[config.mk]
export PLATFORM = sky130hd
export DESIGN_NAME = pc_sequencer
export DESIGN_NICKNAME = d
export VERILOG_FILES = /design/src/rtl/pc_sequencer.sv
export SDC_FILE = /design/constraint.sdc
export NUM_CORES = 1
export LEC_CHECK = 0
export ABC_CLOCK_PERIOD_IN_PS = 2000
export BUFFER_PORTS_ARGS = -buffer_cell sky130_fd_sc_hd__buf_2
export CAP_MARGIN = 15
export CORE_ASPECT_RATIO = 0.6
export CORE_MARGIN = 3
export CORE_UTILIZATION = 35
export DETAILED_ROUTE_END_ITERATION = 8
export PLACE_DENSITY_LB_ADDON = 0.3
export SKIP_CTS_REPAIR_TIMING = 1
export SYNTH_ARGS = -nofsm -noshare
export SYNTH_HDL_FRONTEND = slang
export SYNTH_SLANG_ARGS = --single-unit
[constraint.sdc]
create_clock -name clock -period 2 [get_ports clock]
set_input_delay 0.2 -clock clock [delete_from_list [all_inputs] [get_ports clock]]
set_output_delay 0.2 -clock clock [all_outputs]
set_load 0.05 [all_outputs]
[src/rtl/pc_sequencer.sv]
// pc_sequencer: parametrised fetch program counter with jumps and a hardware return stack
module pc_sequencer #(
  parameter int ADDR_W       = 8,
  parameter int STEP         = 2,
  parameter int STACK_DEPTH  = 4,
  parameter int RESET_VECTOR = 0
) (
  input  logic                           clock,
  input  logic                           reset,
  input  logic                           enable,
  input  logic [2:0]                     op,
  input  logic                           zero_flag,
  input  logic [ADDR_W-1:0]              target,
  output logic [ADDR_W-1:0]              current_address,
  output logic [$clog2(STACK_DEPTH):0]   stack_depth,
  output logic                           stack_overflow,
  output logic                           stack_underflow
);
  localparam int IW = $clog2(STACK_DEPTH);
  localparam int DW = IW + 1;
  localparam logic [ADDR_W-1:0] STEP_A = ADDR_W'(STEP);
  localparam logic [ADDR_W-1:0] RST_A  = ADDR_W'(RESET_VECTOR);
  typedef enum logic [2:0] {
    OP_NEXT = 3'd0,
    OP_JUMP = 3'd1,
    OP_JZ   = 3'd2,
    OP_JNZ  = 3'd3,
    OP_JREL = 3'd4,
    OP_CALL = 3'd5,
    OP_RET  = 3'd6,
    OP_RSVD = 3'd7
  } op_e;
  logic [ADDR_W-1:0] pc_q, pc_d;
  logic [DW-1:0]     depth_q, depth_d;
  logic              ovf_q, ovf_d;
  logic              unf_q, unf_d;
  logic              push;
  logic [ADDR_W-1:0] stack_q [STACK_DEPTH];
  logic [ADDR_W-1:0] seq;
  logic [IW-1:0]     top_idx;
  logic              full;
  logic              empty;
  op_e               op_t;
  assign op_t    = op_e'(op);
  assign seq     = pc_q + STEP_A;
  assign full    = depth_q == DW'(STACK_DEPTH);
  assign empty   = depth_q == '0;
  // Low index bits wrap so a full stack (index bits all zero) still points at its top entry.
  assign top_idx = depth_q[IW-1:0] - IW'(1);
  // Next-state decode; JREL adds the offset at full width, which is exactly sign-extended two's-complement addition.
  always_comb begin
    pc_d    = pc_q;
    depth_d = depth_q;
    ovf_d   = ovf_q;
    unf_d   = unf_q;
    push    = 1'b0;
    if (enable) begin
      unique case (op_t)
        OP_JUMP: pc_d = target;
        OP_JZ:   pc_d = zero_flag ? target : seq;
        OP_JNZ:  pc_d = zero_flag ? seq : target;
        OP_JREL: pc_d = pc_q + target;
        OP_CALL: begin
          push    = !full;
          pc_d    = full ? seq : target;
          depth_d = full ? depth_q : depth_q + DW'(1);
          ovf_d   = ovf_q | full;
        end
        OP_RET: begin
          pc_d    = empty ? seq : stack_q[top_idx];
          depth_d = empty ? depth_q : depth_q - DW'(1);
          unf_d   = unf_q | empty;
        end
        default: pc_d = seq;
      endcase
    end
  end
  // Control state with asynchronous reset; stale stack entries become unreachable once depth clears.
  always_ff @(posedge clock or posedge reset) begin
    if (reset) begin
      pc_q    <= RST_A;
      depth_q <= '0;
      ovf_q   <= 1'b0;
      unf_q   <= 1'b0;
    end else begin
      pc_q    <= pc_d;
      depth_q <= depth_d;
      ovf_q   <= ovf_d;
      unf_q   <= unf_d;
    end
  end
  // Return-stack storage, deliberately unreset; writes only on a successful CALL.
  always_ff @(posedge clock) begin
    if (push && !reset) stack_q[depth_q[IW-1:0]] <= seq;
  end
  assign current_address = pc_q;
  assign stack_depth     = depth_q;
  assign stack_overflow  = ovf_q;
  assign stack_underflow = unf_q;
endmodule

==> impl_metrics.ini <==
[logic_synthesis]
synth_fp_nets = 237
syn_inst = 208
ys_seq_area_share_pct = 50.7
async_flop_share_pct = 28.9
avgSynthCellArea_sq_um = 12.2
yosys_warnings = 0
synthFlopType = edfxtp_1
synth_edf_count = 32
synth_cell_type_count = 48
synth_seq_cells = 45
syn_area_sq_um = 2540

[power]
powerDensity_nw_per_um2 = 1470
power_frac_comb_pct = 50.6
p_seq_share_pct = 30.8
p_switching_uw = 1830
finalPower_uw = 4400
pwr-share-clk_pct = 18.6
swShare_pct = 41.6
p_leak_uw = 0.00114
vdd_drop_max_mv = 0.868
p_int_uw = 2570

[grt]
grt_use_met1_pct = 24.2
grtUsageMet3_pct = 4.33
grt_most_used_layer = met1
antenna_found_initial = 0
grt_pass1_wl_mm = 9.56
grt_max_degree = 15
grt_overflow = 0
met2_usage_pct = 20.1
grt_pass1_vias = 1785
track_usage_pct = 15.1

[final_layout]
diodes = 0
drive_above_1_share_pct = 27.5
area_growth_pct = 18.2
fillers = 653
postLayoutCoreUtil_pct = 43.8
final_nets = 275

[clock_tree]
clk_path_buf_depth = 2
root_buffer = clkbuf_16
h-tree-depth = 2
clk_latency_ps = 290
cts_tree = built
clkTransAtPathRegs_ps = 70
numCtsBuffers = 5
cts_sinks = 45

[run]
maxCapViolations = 0

[detailed_routing]
ant_nets = 0
routed_wl_mm = 5.98
wl_per_cell_um = 17.9
num_vias = 1804
vias_per_cell = 5.40
drt-initial-drc-count = 155
dr.pass1.iters = 4
drc_errors = 0

[place]
port_buffers = 27
dp_hpwl_mm = 4.45
post-place-ws_ps = 54.3
place.gp.congestion = 0.801

[sta]
slew_headroom_pct = 58.4
fin_worst_skew_ps = 9.71
hold_ws_ps = -10.8
max_freq_mhz = 514
min_period_ps = 1940
rsz0062_at_grt = true
period_share_pct = 97.2
worst_pin_slew_ps = 623
setup_ws_ps = 55.3
slew_viol_final = 0
finalSetupViolations = 0
timing.final.hold_violations = 13

[floorplanning]
fp.coreArea_sq_um = 6850
dieArea_sq_um = 8340
die_w_um = 116
ios = 28
placementRows = 23
die_h_um = 72.0
start_util_pct = 37.1

[setup_path]
crit_slowest_cell = dfrtp_1
cp-end-kind = register
cpMostUsedCell = a31oi_1
critical-path-top-delay-family = compound AO/OA/AOI/OAI gates
cp_max_fo = 6
crit_type = reg -> reg
cp_cell_sequence = ha_1 > a21oi_1 > nand2_1 > a2111oi_4 > a31oi_1 > a31oi_1
cp_num_buf_inv = 0
cp_slowest_stage_delay_ps = 470
cp_data_required_time_ps = 2210
worstPathArrival_ps = 2160
crit_path_start_kind = register

[hold_path]
min_path_type = in -> async

[outcome]
status = complete, but fails checks
violations = hold timing
-- state kept, by name (all words and copies together), names as in the netlist --
register and flops:
stack_underflow 1, stack_q 32, stack_overflow 1, stack_depth 3, current_address 8
-- placed cells by master (no fill, tap or decap), types with 6 or more instances in the layout --
cell	instances
buf_4	14
ha_1	11
nand3_1	10
buf_2	27
mux2i_1	8
o21ai_0	6
edfxtp_1	32
dfrtp_1	10
nand2_1	8
xnor2_1	8
a21oi_1	16
nor2_1	11
a31oi_1	6
-- cell usage after synthesis, types with 2 or more instances --
library cell | count | share of area, %
edfxtp_1 | 32 | 38
a21oi_1 | 16 | 3.2
dfrtp_1 | 13 | 13
ha_1 | 12 | 5.9
nor2_1 | 11 | 1.6
nand3_1 | 10 | 2.0
mux2i_1 | 8 | 3.2
nand2_1 | 8 | 1.2
xnor2_1 | 8 | 2.8
a31oi_1 | 6 | 1.5
and2_1 | 6 | 1.5
inv_1 | 6 | 0.89
o21ai_0 | 6 | 1.2
a22oi_1 | 5 | 1.5
mux4_2 | 5 | 4.4
xor2_1 | 5 | 1.7
buf_2 | 4 | 0.79
nor2b_1 | 4 | 0.99
nor3b_1 | 3 | 0.89
a222oi_1 | 2 | 0.79
a22o_1 | 2 | 0.69
buf_4 | 2 | 0.59
buf_6 | 2 | 0.89
clkbuf_1 | 2 | 0.30
fa_1 | 2 | 1.6
nand2b_1 | 2 | 0.49
nand4_1 | 2 | 0.49
nand4b_1 | 2 | 0.69
o21bai_1 | 2 | 0.59
o22ai_1 | 2 | 0.49
-- path summary, 6_finish.rpt --
kind,start,to,slack (ps),depth (start not counted)
setup / recovery,current_address[2]$_DFFE_PP0P_,current_address[5]$_DFFE_PP0P_,60,6
hold / removal,reset,current_address[3]$_DFFE_PP0P_,-10,2
setup reg to reg,current_address[2]$_DFFE_PP0P_,current_address[5]$_DFFE_PP0P_,60,6
hold reg to reg,stack_overflow$_DFFE_PP0P_,stack_overflow$_DFFE_PP0P_,480,1
max in group asynchronous,reset,current_address[1]$_DFFE_PP0P_,1570,2
min in group clock,target[2],current_address[2]$_DFFE_PP0P_,170,3
-- cell type report --
type | count | area [sq um] | area share (%)
clock buffer | 5 | 125 | 4.17
clock inverter | 3 | 16.3 | 0.542
inverter | 6 | 26.3 | 0.876
multi-input combinational | 147 | 1190 | 39.8
sequential | 45 | 1290 | 43.0
tap | 87 | 109 | 3.63
timing repair buffer | 41 | 240 | 8.01
-- per-layer routing --
| layer | up-vias | routed length [um] |
|---|---|---|
| li1 | 875 | - |
| met2 | 65 | 2290 |
| met1 | 858 | 3190 |
| met5 | - | 0 |
| met3 | 6 | 450 |
| met4 | 0 | 48 |
-- stage by stage --
step           setup TNS (ps)  hold slack (ps)  cell area, sq um  cells
3_3_place_gp                0              301              2850    326
6_report                    0            -10.8              3000    334
2_1_floorplan            -424             76.8              2580    208
5_1_grt                 -47.9             14.8              3000    334
4_1_cts                     0            -7.61              3000    334
3_5_place_dp                0              307              2850    326
-- cell families after synthesis --
| kind of cell | after synthesis | share of synthesized area [%] |
|---|---|---|
| multiplexers | 13 | 7.59 |
| XOR/XNOR | 13 | 4.48 |
| adder cells (fa/ha/maj) | 14 | 7.49 |
| buffers and inverters | 16 | 3.45 |
| AND/OR/NAND/NOR | 54 | 11.7 |
| flip-flops | 45 | 50.7 |
| AO/OA/AOI/OAI | 53 | 14.6 |
-- power by group through the flow --
stage	clock network (uW)	logic (uW)	registers, uW
after CTS	835	2220	1350
after floorplan	0	1260	1740
after detailed placement	0	2210	1370
final	821	2230	1360
after global routing	873	2410	1380
after global placement	0	2210	1370
No activity file was read; power rests on OpenSTA's default activity.
